$ cat src/rtl/tnoc_injector_pkg.sv
// -----------------------------------------------------------------------------
// tnoc_injector_pkg
//   Shared types and helpers for the local-port flit injector.
//   - tnoc_config_t / TNOC_DEFAULT_CONFIG : fabric configuration (VC count and
//     node-coordinate widths).
//   - tnoc_injector_state_e               : injector FSM encoding.
//   - tnoc_head_fields_t                  : head-flit fields, each zero-extended
//     to FIELD_WIDTH before being packed into the flit data word.
//   - calc_len_width / calc_vc_width      : derived field widths.
// -----------------------------------------------------------------------------
package tnoc_injector_pkg;

    typedef struct packed {
        int virtual_channels;
        int id_x_width;
        int id_y_width;
    } tnoc_config_t;

    localparam tnoc_config_t TNOC_DEFAULT_CONFIG = '{
        virtual_channels: 2,
        id_x_width:       4,
        id_y_width:       4
    };

    typedef enum logic [1:0] {
        IDLE    = 2'd0,
        HEAD    = 2'd1,
        PAYLOAD = 2'd2
    } tnoc_injector_state_e;

    // Upper bound on any single head field; coordinate, VC and length widths
    // must not exceed it.
    localparam int FIELD_WIDTH = 16;

    typedef struct packed {
        logic [FIELD_WIDTH-1:0] dest_y;
        logic [FIELD_WIDTH-1:0] dest_x;
        logic [FIELD_WIDTH-1:0] src_y;
        logic [FIELD_WIDTH-1:0] src_x;
        logic [FIELD_WIDTH-1:0] vc;
        logic [FIELD_WIDTH-1:0] length;
    } tnoc_head_fields_t;

    // Width of a beat count able to hold 0..max_payload.
    function automatic int calc_len_width(input int max_payload);
        return $clog2(max_payload + 1);
    endfunction

    function automatic int calc_vc_width(input int vcs);
        return (vcs > 1) ? $clog2(vcs) : 1;
    endfunction

endpackage

$ cat src/rtl/tnoc_flit_out_reg.sv
// -----------------------------------------------------------------------------
// tnoc_flit_out_reg
//   Single-entry valid/ready output register with one-hot VC steering.
//   Ports:
//     clk, rst_n      : clock, asynchronous active-low reset
//     push            : load a new flit (only when can_accept=1)
//     push_vc/head/tail/data : flit to load
//     can_accept      : register empty or draining this cycle
//     flit_ready      : per-VC ready from the fabric
//     flit_valid      : one-hot per-VC valid (bit vc_q only)
//     flit_head/tail/data : registered flit contents
// -----------------------------------------------------------------------------
module tnoc_flit_out_reg
    import tnoc_injector_pkg::*;
#(
    parameter int  CHANNELS   = 2,
    parameter int  DATA_WIDTH = 64,
    localparam int VC_WIDTH   = calc_vc_width(CHANNELS)
)(
    input  logic                  clk,
    input  logic                  rst_n,
    input  logic                  push,
    input  logic [VC_WIDTH-1:0]   push_vc,
    input  logic                  push_head,
    input  logic                  push_tail,
    input  logic [DATA_WIDTH-1:0] push_data,
    output logic                  can_accept,
    input  logic [CHANNELS-1:0]   flit_ready,
    output logic [CHANNELS-1:0]   flit_valid,
    output logic                  flit_head,
    output logic                  flit_tail,
    output logic [DATA_WIDTH-1:0] flit_data
);

    logic                valid_q;
    logic [VC_WIDTH-1:0] vc_q;
    logic                drain;

    assign drain      = valid_q & flit_ready[vc_q];
    // Refill in the same cycle the entry drains keeps one flit per cycle.
    assign can_accept = ~valid_q | drain;
    assign flit_valid = valid_q ? (CHANNELS'(1) << vc_q) : '0;

    // NOTE: state registers use non-blocking assignments so every flop samples
    // pre-edge values; the data register is reset too because its contents
    // are visible on the port and must read 0 out of reset.
    always_ff @(posedge clk or negedge rst_n) begin
        if (!rst_n) begin
            valid_q   <= 1'b0;
            vc_q      <= '0;
            flit_head <= 1'b0;
            flit_tail <= 1'b0;
            flit_data <= '0;
        end else if (push) begin
            valid_q   <= 1'b1;
            vc_q      <= push_vc;
            flit_head <= push_head;
            flit_tail <= push_tail;
            flit_data <= push_data;
        end else if (drain) begin
            valid_q   <= 1'b0;
        end
    end

endmodule

$ cat src/rtl/tnoc_flit_injector.sv
// -----------------------------------------------------------------------------
// tnoc_flit_injector
//   Serializes a packet descriptor plus payload beats into one head flit and
//   N body flits on a single VC, one packet at a time (wormhole order).
//   Ports:
//     clk, rst_n                       : clock, asynchronous active-low reset
//     i_id_x, i_id_y                   : static source coordinates
//     i_hdr_valid/o_hdr_ready          : descriptor handshake
//     i_hdr_vc, i_hdr_dest_x/y, i_hdr_length : descriptor fields
//     i_pld_valid/o_pld_ready          : payload handshake
//     i_pld_data, i_pld_last           : payload beat and client end marker
//     o_flit_valid/i_flit_ready        : per-VC flit handshake to the fabric
//     o_flit_head, o_flit_tail, o_flit_data : flit contents
//     o_error                          : sticky length/last mismatch
// -----------------------------------------------------------------------------
module tnoc_flit_injector
    import tnoc_injector_pkg::*;
#(
    parameter tnoc_config_t CONFIG      = TNOC_DEFAULT_CONFIG,
    parameter int           DATA_WIDTH  = 64,
    parameter int           MAX_PAYLOAD = 16,
    localparam int          CHANNELS    = CONFIG.virtual_channels,
    localparam int          ID_X_WIDTH  = CONFIG.id_x_width,
    localparam int          ID_Y_WIDTH  = CONFIG.id_y_width,
    localparam int          VC_WIDTH    = calc_vc_width(CHANNELS),
    localparam int          LEN_WIDTH   = calc_len_width(MAX_PAYLOAD)
)(
    input  logic                  clk,
    input  logic                  rst_n,
    input  logic [ID_X_WIDTH-1:0] i_id_x,
    input  logic [ID_Y_WIDTH-1:0] i_id_y,
    input  logic                  i_hdr_valid,
    output logic                  o_hdr_ready,
    input  logic [VC_WIDTH-1:0]   i_hdr_vc,
    input  logic [ID_X_WIDTH-1:0] i_hdr_dest_x,
    input  logic [ID_Y_WIDTH-1:0] i_hdr_dest_y,
    input  logic [LEN_WIDTH-1:0]  i_hdr_length,
    input  logic                  i_pld_valid,
    output logic                  o_pld_ready,
    input  logic [DATA_WIDTH-1:0] i_pld_data,
    input  logic                  i_pld_last,
    output logic [CHANNELS-1:0]   o_flit_valid,
    input  logic [CHANNELS-1:0]   i_flit_ready,
    output logic                  o_flit_head,
    output logic                  o_flit_tail,
    output logic [DATA_WIDTH-1:0] o_flit_data,
    output logic                  o_error
);

    tnoc_injector_state_e state_q, state_d;
    logic [VC_WIDTH-1:0]  vc_q;
    logic [LEN_WIDTH-1:0] len_q;
    logic [LEN_WIDTH-1:0] cnt_q;
    logic [LEN_WIDTH-1:0] cnt_next;
    logic                 init_q;
    logic                 error_q;

    logic                 can_accept;
    logic                 hdr_fire;
    logic                 pld_fire;
    logic                 beat_is_tail;
    logic                 hdr_len_over;
    logic [LEN_WIDTH-1:0] hdr_len;

    logic                  push;
    logic [VC_WIDTH-1:0]   push_vc;
    logic                  push_head;
    logic                  push_tail;
    logic [DATA_WIDTH-1:0] push_data;

    tnoc_head_fields_t     head_fields;
    logic [DATA_WIDTH-1:0] head_data;

    // Over-long descriptors are clamped; the error flag records it.
    assign hdr_len_over = (i_hdr_length > LEN_WIDTH'(MAX_PAYLOAD));
    assign hdr_len      = hdr_len_over ? LEN_WIDTH'(MAX_PAYLOAD) : i_hdr_length;

    // init_q keeps o_hdr_ready low while reset is asserted.
    assign o_hdr_ready = (state_q == IDLE)    & init_q & can_accept;
    assign o_pld_ready = (state_q == PAYLOAD) & can_accept;
    assign hdr_fire    = i_hdr_valid & o_hdr_ready;
    assign pld_fire    = i_pld_valid & o_pld_ready;

    // The beat counter, not i_pld_last, decides where the packet ends.
    assign cnt_next     = cnt_q + LEN_WIDTH'(1);
    assign beat_is_tail = (cnt_next == len_q);
    assign o_error      = error_q;

    assign head_fields.dest_y = FIELD_WIDTH'(i_hdr_dest_y);
    assign head_fields.dest_x = FIELD_WIDTH'(i_hdr_dest_x);
    assign head_fields.src_y  = FIELD_WIDTH'(i_id_y);
    assign head_fields.src_x  = FIELD_WIDTH'(i_id_x);
    assign head_fields.vc     = FIELD_WIDTH'(i_hdr_vc);
    assign head_fields.length = FIELD_WIDTH'(hdr_len);

    // LSB-packed {dest_y, dest_x, src_y, src_x, vc, length}, zero-extended.
    assign head_data =
          DATA_WIDTH'(head_fields.length)
        | (DATA_WIDTH'(head_fields.vc)     << LEN_WIDTH)
        | (DATA_WIDTH'(head_fields.src_x)  << (LEN_WIDTH + VC_WIDTH))
        | (DATA_WIDTH'(head_fields.src_y)  << (LEN_WIDTH + VC_WIDTH + ID_X_WIDTH))
        | (DATA_WIDTH'(head_fields.dest_x) << (LEN_WIDTH + VC_WIDTH + ID_X_WIDTH + ID_Y_WIDTH))
        | (DATA_WIDTH'(head_fields.dest_y) << (LEN_WIDTH + VC_WIDTH + 2*ID_X_WIDTH + ID_Y_WIDTH));

    // NOTE: every output of this block gets a default first so no path leaves
    // a signal unassigned, which would otherwise infer a latch.
    always_comb begin
        state_d   = state_q;
        push      = 1'b0;
        push_vc   = vc_q;
        push_head = 1'b0;
        push_tail = 1'b0;
        push_data = '0;
        case (state_q)
            IDLE: begin
                if (hdr_fire) begin
                    push      = 1'b1;
                    push_vc   = i_hdr_vc;
                    push_head = 1'b1;
                    push_tail = (hdr_len == '0);
                    push_data = head_data;
                    state_d   = (hdr_len == '0) ? IDLE : PAYLOAD;
                end
            end
            PAYLOAD: begin
                if (pld_fire) begin
                    push      = 1'b1;
                    push_tail = beat_is_tail;
                    push_data = i_pld_data;
                    if (beat_is_tail) begin
                        state_d = IDLE;
                    end
                end
            end
            // HEAD is never entered: the head flit lives in the output
            // register while the FSM already sits in IDLE or PAYLOAD.
            default: state_d = IDLE;
        endcase
    end

    always_ff @(posedge clk or negedge rst_n) begin
        if (!rst_n) begin
            state_q <= IDLE;
            vc_q    <= '0;
            len_q   <= '0;
            cnt_q   <= '0;
            init_q  <= 1'b0;
            error_q <= 1'b0;
        end else begin
            init_q  <= 1'b1;
            state_q <= state_d;
            if (hdr_fire) begin
                vc_q  <= i_hdr_vc;
                len_q <= hdr_len;
                cnt_q <= '0;
                if (hdr_len_over) begin
                    error_q <= 1'b1;
                end
            end
            if (pld_fire) begin
                cnt_q <= beat_is_tail ? '0 : cnt_next;
                if (i_pld_last != beat_is_tail) begin
                    error_q <= 1'b1;
                end
            end
        end
    end

    tnoc_flit_out_reg #(
        .CHANNELS   (CHANNELS),
        .DATA_WIDTH (DATA_WIDTH)
    ) u_out_reg (
        .clk        (clk),
        .rst_n      (rst_n),
        .push       (push),
        .push_vc    (push_vc),
        .push_head  (push_head),
        .push_tail  (push_tail),
        .push_data  (push_data),
        .can_accept (can_accept),
        .flit_ready (i_flit_ready),
        .flit_valid (o_flit_valid),
        .flit_head  (o_flit_head),
        .flit_tail  (o_flit_tail),
        .flit_data  (o_flit_data)
    );

endmodule

$ cat config.mk
export PLATFORM = sky130hd
export DESIGN_NAME = tnoc_flit_injector
export DESIGN_NICKNAME = d
export VERILOG_FILES = /design/src/rtl/tnoc_injector_pkg.sv /design/src/rtl/tnoc_flit_out_reg.sv /design/src/rtl/tnoc_flit_injector.sv
export SDC_FILE = /design/constraint.sdc
export NUM_CORES = 1
export LEC_CHECK = 0
export ABC_CLOCK_PERIOD_IN_PS = 2100
export CAP_MARGIN = 0
export CELL_PAD_IN_SITES_DETAIL_PLACEMENT = 1
export CELL_PAD_IN_SITES_GLOBAL_PLACEMENT = 1
export CORE_ASPECT_RATIO = 1.5
export CORE_UTILIZATION = 30
export DETAILED_ROUTE_END_ITERATION = 8
export GPL_ROUTABILITY_DRIVEN = 1
export PLACE_DENSITY_LB_ADDON = 0.1
export SKIP_CTS_REPAIR_TIMING = 1
export SLEW_MARGIN = 20
export SYNTH_ARGS = -nofsm -noshare
export SYNTH_HDL_FRONTEND = slang
export SYNTH_SLANG_ARGS = --single-unit
$ cat constraint.sdc
create_clock -name clk -period 2.1 [get_ports clk]
set_input_delay 0.525 -clock clk [delete_from_list [all_inputs] [get_ports clk]]
set_output_delay 0.525 -clock clk [all_outputs]
set_load 0.005 [all_outputs]
==> results of run 1 <==
-- cells in the final DEF (no fill, tap or decap), drive strengths merged, types with 2 or more instances in the layout --
cell type,instances
buf,25
nand3,5
a21oi,5
a22oi,21
dlymetal6s2s,2
nand3b,3
clkbuf,9
inv,9
a31oi,2
nor2,3
clkdlybuf4s50,160
nand2,63
a22o,46
a211oi,3
dfrtp,82
xor2,4
a21o,2
xnor2,4
nor2b,2
-- worst reg2reg max path: stages, from the launching register on --
cell	delay, ns
dfrtp_1	0.42
ha_1	0.31
nand3b_1	0.14
o22ai_1	0.10
o31a_1	0.32
a21oi_1	0.34
a221o_1	0.22
-- cells by family (layout without fill, tap and decap cells) --
logic type / count (synthesis) / count (layout) / synth area share [%]
compound gates: 86 / 86 / 21.3
xor+xnor: 8 / 8 / 2.10
fa+ha+maj: 1 / 1 / 0.376
buf+inv: 19 / 206 / 2.74
flops: 82 / 82 / 61.6
mux: 2 / 2 / 0.751
other cells: 1 / 1 / 0.113
simple gates: 84 / 84 / 10.9
-- how the worst min path moves through the flow --
stage,start,endpoint,slack [ns],cells past startpoint
finish,rst_n,u_out_reg.flit_data[48]$_DFFE_PN0P_,0.20,2
global route,rst_n,u_out_reg.flit_data[48]$_DFFE_PN0P_,0.23,2
CTS,rst_n,u_out_reg.flit_data[48]$_DFFE_PN0P_,0.22,2
detailed placement,u_out_reg.flit_data[10]$_DFFE_PN0P_,u_out_reg.flit_data[10]$_DFFE_PN0P_,0.46,2
global placement,u_out_reg.flit_data[16]$_DFFE_PN0P_,u_out_reg.flit_data[16]$_DFFE_PN0P_,0.46,2
floorplan,rst_n,cnt_q[0]$_DFFE_PN0P_,0.23,0
-- registers in the layout (all words and copies together) (netlist names) --
name and count:
u_out_reg.flit_data 64, state_q 1, len_q 5, cnt_q 5, vc_q 1, u_out_reg.vc_q 1, u_out_reg.flit_head 1, init_q 1
o_error 1, u_out_reg.valid_q 1, u_out_reg.flit_tail 1
-- power groups by stage --
| stage | sequential [mW] | clock [mW] | combinational, mW |
|---|---|---|---|
| 2_1_floorplan | 2.75 | 0 | 1.33 |
| 3_3_place_gp | 2.74 | 0 | 3.37 |
| 3_5_place_dp | 2.77 | 0 | 3.43 |
| 4_1_cts | 2.75 | 1.59 | 3.46 |
| 5_1_grt | 2.85 | 1.66 | 3.72 |
| 6_report | 2.76 | 1.54 | 3.41 |
-- cell type report --
class / count / area share, %
sequential: 82 / 36.6
timing repair buffer: 187 / 33.2
multi-input combinational: 182 / 21.6
clock buffer: 9 / 4.02
tap: 144 / 3.21
clock inverter: 7 / 1.16
inverter: 3 / 0.201
-- metrics by stage --
step	cell area, µm²	util, %	hold WS, ns
2_1_floorplan	3330	-	0.229
3_3_place_gp	5290	49.5	0.460
3_5_place_dp	5290	49.5	0.464
4_1_cts	5580	52.2	0.223
5_1_grt	5610	52.4	0.230
6_report	5610	52.4	0.196
-- per-layer routing --
layer	global-route usage [%]	vias to the layer above	part of all wire (%)
li1	-	1391	-
met1	22.1	1501	39
met2	34.7	120	53
met3	4.90	13	6.4
met4	6.36	0	1.4
met5	0	-	0
==> results.toml, run 1 <==
[status]
status = "complete, no violations"

[final_layout]
drive_gt1_share_pct = 10.9
fin_nets = 559
nFillCells = 1170
final_cells = 614
areaGrowthSynthToFinish_pct = 68.4
multi_input_area_um2 = 1210
regArea_um2 = 2050
insertedDiodeCount = 0

[critical_path]
rr_worst_depth = 6
endpoint_kind = "primary output"
rrSetupSlack_ns = 0.20
startpoint = "u_out_reg.valid_q$_DFFE_PN0P_"
cp-start-kind = "flip-flop"
critPathKind = "reg2out"
crit_buf_inv = 1
path_cells = "and2_1 -> clkdlybuf4s50_1"
cp_data_arrival_time_ns = 1.49
endpoint = "o_flit_valid[1]"
worst_ep_required_time_ns = 1.57
crit_cells = 2
rr_startpoint = "cnt_q[0]$_DFFE_PN0P_"
critPathMaxFanout = 7
critPathTopFamily = "buffers and inverters"
r2r_end = "cnt_q[2]$_DFFE_PN0P_"
crit_slowest_cell = "clkdlybuf4s50_1"
slowest_delay_ns = 0.50

[placement]
port_buffers = 163
pre_cts_ws_ns = -0.279
dpl.hpwl_mm = 7.76
gp_congestion = 0.747
dp.cells = 598

[sta]
finalHoldViolCount = 0
fin_skew_ns = 0.0119
fmax_mhz = 496
rsz0062_at_grt = "no"
finalCriticalPeriod_ns = 2.02
setup_tns_ns = 0
worst_slack_ns = 0.0826
post-route-period-util_pct = 96.1
report.final.slew_viol_count = 0
setup_viol = 0

[run]
max-cap-violations = 0

[route]
via_count = 3025
drt_first_pass_iters = 4
detail-route-antenna-nets = 0
drt_iter0_markers = 73
wire_per_inst_um = 17.4
wirelength_mm = 10.7
drc = 0
vias_per_cell = 4.93

[floorplan]
dieHeight_um = 131
die_w_um = 88.0
start_util_pct = 31.1
std_cell_rows = 46
coreArea_um2 = 10700
die_area_um2 = 11500
pin_count = 164

[clocking]
cts_buffer_depth = 2
cts_buffers = 9
clkSlewWorstSetupHoldPaths_ns = 0.06
htreeDepth = 3
clkLatencyLatePin_ns = 0.35
cts-root-buf = "clkbuf_16"
cts_tree = "built"
cts_sinks = 82

[synth]
yosys-top-cells-count = "dfrtp_1 (82), nand2_1 (63), a22o_1 (46), a22oi_1 (21), buf_2 (10)"
synth_top_area_share_pct = 61.6
synthArstFlopShare_pct = 100
yosys-top-cells-area = "dfrtp_1 (62%), a22o_1 (12%), nand2_1 (7.1%)"
yosysMostFrequentCell = "dfrtp_1"
synth_warnings = 0
syn_avg_cell_area_um2 = 11.8
syn_area_um2 = 3330
synth_top_cell_by_area = "dfrtp_1"
syn-num-nets = 377
synth_ff_type = "dfrtp_1"
synth_edf_count = 0
synth_cell_type_count = 40
synth-seq-area-share_pct = 61.6
syn_inst = 283
yosys_register_bits = 82

[global_route]
grt_usage_pct = 19.3
grt_start_max_net_pins = 83
overflow = 0
grt_first_pass_wirelength_mm = 16.8
antenna_found_initial = 0
grt_pass1_vias = 3287

[power_and_ir_drop]
clockPowerShare_pct = 20.0
p_comb_share_pct = 44.2
p_seq_share_pct = 35.8
ir_drop_mv = 0.512
power_leakage_nw = 2.53
powerDensity_nw_per_um2 = 1370
finalPower_mw = 7.71
switching_share_pct = 32.5
intPower_mw = 5.20
switchingPower_mw = 2.50

[hold_path]
min_path_type = "in2async"
Note: power is estimated with default switching activity, not from simulation.
==> run 2, diff against run 1 <==
--- a/config.mk
+++ b/config.mk
@@ -13,7 +13,9 @@
 export CORE_UTILIZATION = 30
 export DETAILED_ROUTE_END_ITERATION = 8
 export GPL_ROUTABILITY_DRIVEN = 1
+export HOLD_SLACK_MARGIN = 0.1
 export PLACE_DENSITY_LB_ADDON = 0.1
+export RECOVER_POWER = 100
 export SKIP_CTS_REPAIR_TIMING = 1
 export SLEW_MARGIN = 20
 export SYNTH_ARGS = -nofsm -noshare
==> results.toml, run 2 (synthesis results as in run 1) <==
[route]
detail-route-antenna-nets = 0
drt_first_pass_iters = 4
wire_per_inst_um = 17.3
drc = 0
drt_iter0_markers = 75
wirelength_mm = 10.7
via_count = 3037
vias_per_cell = 4.95

[final_layout]
insertedDiodeCount = 0
areaGrowthSynthToFinish_pct = 67.1
multi_input_area_um2 = 1190
post-route-util_pct = 52.0
largest_register_ffs = 64
fin_nets = 559
top_regs = "u_out_reg.flit_data: 64 flops, cnt_q: 5 flops, len_q: 5 flops"
nFillCells = 1175
drive_gt1_share_pct = 10.0
final_common_cell = "clkdlybuf4s50_1"
largest-register = "u_out_reg.flit_data"
final_cell_mix = "clkdlybuf4s50_1 (93), dfrtp_1 (81), dlygate4sd3_1 (67)"
regArea_um2 = 2050

[sta]
post-route-period-util_pct = 94.7
rsz0062_at_grt = "no"
finalHoldViolCount = 0
fin_skew_ns = 0.0113
finalCriticalPeriod_ns = 1.99
setup_tns_ns = 0
tightest_slew_ns = 1.14
max_slew_margin_pct = 24.0
fmax_mhz = 503
hold_ws_ns = 0.471
setup_viol = 0
report.final.slew_viol_count = 0

[floorplan]
pin_count = 164
start_util_pct = 31.1
die_area_um2 = 11500
die_w_um = 88.0
coreArea_um2 = 10700
dieHeight_um = 131
std_cell_rows = 46

[hold_path]
hold_depth = 2
hp-start = "u_out_reg.flit_head$_DFFE_PN0P_"
min_to = "u_out_reg.flit_head$_DFFE_PN0P_"
min_path_type = "reg2reg"

[power_and_ir_drop]
finalPower_mw = 7.40
ir_drop_mv = 0.490
power_leakage_nw = 2.61
powerDensity_nw_per_um2 = 1330

[critical_path]
rrSetupSlack_ns = 0.19
endpoint_kind = "primary output"
critPathKind = "reg2out"
critPathTopFamily = "buffers and inverters"
path_cells = "and2_1 -> clkdlybuf4s50_1"
rr_startpoint = "cnt_q[0]$_DFFE_PN0P_"
crit_buf_inv = 1
crit_cells = 2
cp_data_arrival_time_ns = 1.46
crit_slowest_cell = "clkdlybuf4s50_1"
slowest_delay_ns = 0.50
worst_ep_required_time_ns = 1.57
rr_worst_depth = 7
critPathMaxFanout = 4
r2r_end = "state_q[1]$_DFFE_PN0P_"
cp-start-kind = "flip-flop"

[clocking]
cts-root-buf = "clkbuf_16"
cts_sinks = 82
htreeDepth = 3
cts_buffer_depth = 2
clkSlewWorstSetupHoldPaths_ns = 0.07
cts_buffers = 9
clkLatencyLatePin_ns = 0.35
cts_tree = "built"

[global_route]
grt_pass1_vias = 3287
grt_start_max_net_pins = 83
grt_usage_pct = 19.3
antenna_found_initial = 0
grt_first_pass_wirelength_mm = 16.8
overflow = 0

[placement]
port_buffers = 163
gp_congestion = 0.747
dpl.hpwl_mm = 7.76

[run]
max-cap-violations = 0

[status]
status = "complete, no violations"
==> run 2: stage by stage <==
stage	area, µm²	instances	setup slack [ns]
after floorplan	3330	283	0.335
after global placement	5290	598	-0.221
after detailed placement	5290	598	-0.279
after CTS	5580	614	-0.260
after global routing	5560	614	0.0340
final	5560	614	0.111
==> run 2: how the worst max path moves through the flow <==
stage                                                    end                       start  slack, ns
after floorplan                         cnt_q[2]$_DFFE_PN0P_        cnt_q[0]$_DFFE_PN0P_       0.34
after global placement                           o_pld_ready             i_flit_ready[1]      -0.22
after detailed placement  u_out_reg.flit_data[2]$_DFFE_PN0P_             i_flit_ready[0]      -0.28
after global routing                         o_flit_valid[1]  u_out_reg.vc_q$_DFFE_PN0P_       0.03
after CTS                                        o_hdr_ready             i_flit_ready[1]      -0.26
final                                        o_flit_valid[1]  u_out_reg.vc_q$_DFFE_PN0P_       0.11
==> run 2: routing by layer <==
metal	up-vias	global-route usage (%)	share of wire (%)
met1	1506	22.1	39
met4	0	6.36	1.3
met5	-	0	0
met2	122	34.7	53
met3	12	4.90	6.5
li1	1397	-	-
==> run 2: power by group <==
part / switching [mW] / total [mW] / leakage (nW) / internal (mW)
Clock: 0.706 / 1.54 / 0.141 / 0.835
Combinational: 1.31 / 3.14 / 1.45 / 1.83
Sequential: 0.439 / 2.72 / 1.02 / 2.28
==> run 2: worst reg2reg max path, cell delays in order (launching register included) <==
cell	delay (ns)
dfrtp_1	0.42
ha_1	0.30
nand3b_1	0.19
o22ai_1	0.18
o31a_1	0.20
clkbuf_1	0.20
nand3_1	0.15
o2bb2ai_1	0.15
==> run 2: layout make-up <==
cell class | count | share of cell area [%]
clock inverter | 7 | 1.17
sequential | 82 | 36.9
clock buffer | 9 | 4.05
tap | 144 | 3.24
multi-input combinational | 182 | 21.3
timing repair buffer | 187 | 33.1
inverter | 3 | 0.202
==> run 3, diff against run 2 <==
--- a/config.mk
+++ b/config.mk
@@ -17,6 +17,7 @@
 export PLACE_DENSITY_LB_ADDON = 0.1
 export RECOVER_POWER = 100
 export SKIP_CTS_REPAIR_TIMING = 1
+export SKIP_LAST_GASP = 1
 export SLEW_MARGIN = 20
 export SYNTH_ARGS = -nofsm -noshare
 export SYNTH_HDL_FRONTEND = slang
==> results.toml, run 3 (synthesis results as in run 1) <==
[global_route]
grt_first_pass_wirelength_mm = 16.8
grt_start_max_net_pins = 83
grt_pass1_vias = 3287
overflow = 0
antenna_found_initial = 0
grt_usage_pct = 19.3

[sta]
setup_viol = 0
finalCriticalPeriod_ns = 2.02
setup_tns_ns = 0
post-route-period-util_pct = 96.2
finalHoldViolCount = 0
report.final.slew_viol_count = 0
hold_ws_ns = 0.476
fmax_mhz = 495
tightest_slew_ns = 1.15
fin_skew_ns = 0.0119
max_slew_margin_pct = 23.6
rsz0062_at_grt = "yes"

[critical_path]
worst_ep_required_time_ns = 1.57
cp-start-kind = "flip-flop"
cp_data_arrival_time_ns = 1.49
critPathMaxFanout = 7
endpoint_kind = "primary output"
critPathKind = "reg2out"

[power_and_ir_drop]
powerDensity_nw_per_um2 = 1380
ir_drop_mv = 0.511
finalPower_mw = 7.70
power_leakage_nw = 2.53

[route]
wirelength_mm = 10.7
vias_per_cell = 4.92
drc = 0
detail-route-antenna-nets = 0
via_count = 3023
drt_iter0_markers = 79
drt_first_pass_iters = 4
wire_per_inst_um = 17.4

[final_layout]
largest_register_ffs = 64
insertedDiodeCount = 0
largest-register = "u_out_reg.flit_data"
areaGrowthSynthToFinish_pct = 68.0
final_common_cell = "clkdlybuf4s50_1"
nFillCells = 1172
final_cell_mix = "clkdlybuf4s50_1 (160), dfrtp_1 (81), nand2_1 (63)"
drive_gt1_share_pct = 10.6
regArea_um2 = 2050
fin_nets = 559
multi_input_area_um2 = 1210
top_regs = "u_out_reg.flit_data: 64 flops, cnt_q: 5 flops, len_q: 5 flops"
post-route-util_pct = 52.2

[placement]
dpl.hpwl_mm = 7.76
gp_congestion = 0.747
port_buffers = 163

[floorplan]
die_w_um = 88.0
coreArea_um2 = 10700
pin_count = 164
dieHeight_um = 131
start_util_pct = 31.1
std_cell_rows = 46
die_area_um2 = 11500

[run]
max-cap-violations = 0

[clocking]
htreeDepth = 3
cts_sinks = 82
cts_tree = "built"
cts-root-buf = "clkbuf_16"
cts_buffers = 9
cts_buffer_depth = 2
clkLatencyLatePin_ns = 0.35
clkSlewWorstSetupHoldPaths_ns = 0.07

[hold_path]
min_path_type = "reg2reg"

[status]
status = "complete, no violations"
==> run 3: worst max-delay path: stages (launching register included) <==
cell,delay [ns]
dfrtp_2,0.48
nor2b_1,0.17
clkdlybuf4s50_1,0.51
==> run 3: final cells by class <==
type / instances / share of cell area, %
clock buffers: 9 / 4.03
clock inverters: 7 / 1.16
inverters: 3 / 0.201
multi-input cells: 182 / 21.6
flip-flops and latches: 82 / 36.7
well taps: 144 / 3.22
repair buffers: 187 / 33.1
==> run 3: worst paths after layout <==
path                                                    start                                  end  slack (ns)  depth (start not counted)
max reg2reg                              cnt_q[0]$_DFFE_PN0P_                 cnt_q[2]$_DFFE_PN0P_        0.21                          6
max in group asynchronous                               rst_n        u_out_reg.valid_q$_DFFE_PN0P_        0.80                          2
max                             u_out_reg.valid_q$_DFFE_PN0P_                      o_flit_valid[0]        0.08                          2
min in group asynchronous                               rst_n  u_out_reg.flit_data[48]$_DFFE_PN0P_        0.53                          2
min reg2reg                u_out_reg.flit_data[6]$_DFFE_PN0P_   u_out_reg.flit_data[6]$_DFFE_PN0P_        0.48                          2
min                        u_out_reg.flit_data[6]$_DFFE_PN0P_   u_out_reg.flit_data[6]$_DFFE_PN0P_        0.48                          2
==> run 3: metal layers <==
metal,global-route usage (%),wire length (µm)
met1,22.1,4170
met2,34.7,5680
met3,4.90,673
met4,6.36,145
met5,0,0
==> run 3: power breakdown <==
group | switching [mW] | internal (mW) | leakage (nW) | total [mW]
Combinational | 1.32 | 2.08 | 1.37 | 3.40
Sequential | 0.472 | 2.28 | 1.02 | 2.75
Clock | 0.708 | 0.835 | 0.141 | 1.54
==> run 3: stage by stage <==
stage | cell area, µm² | cells | setup slack, ns
2_1_floorplan | 3330 | 283 | 0.335
3_3_place_gp | 5290 | 598 | -0.221
3_5_place_dp | 5290 | 598 | -0.279
4_1_cts | 5580 | 614 | -0.260
5_1_grt | 5590 | 614 | -0.0102
6_report | 5590 | 614 | 0.0801
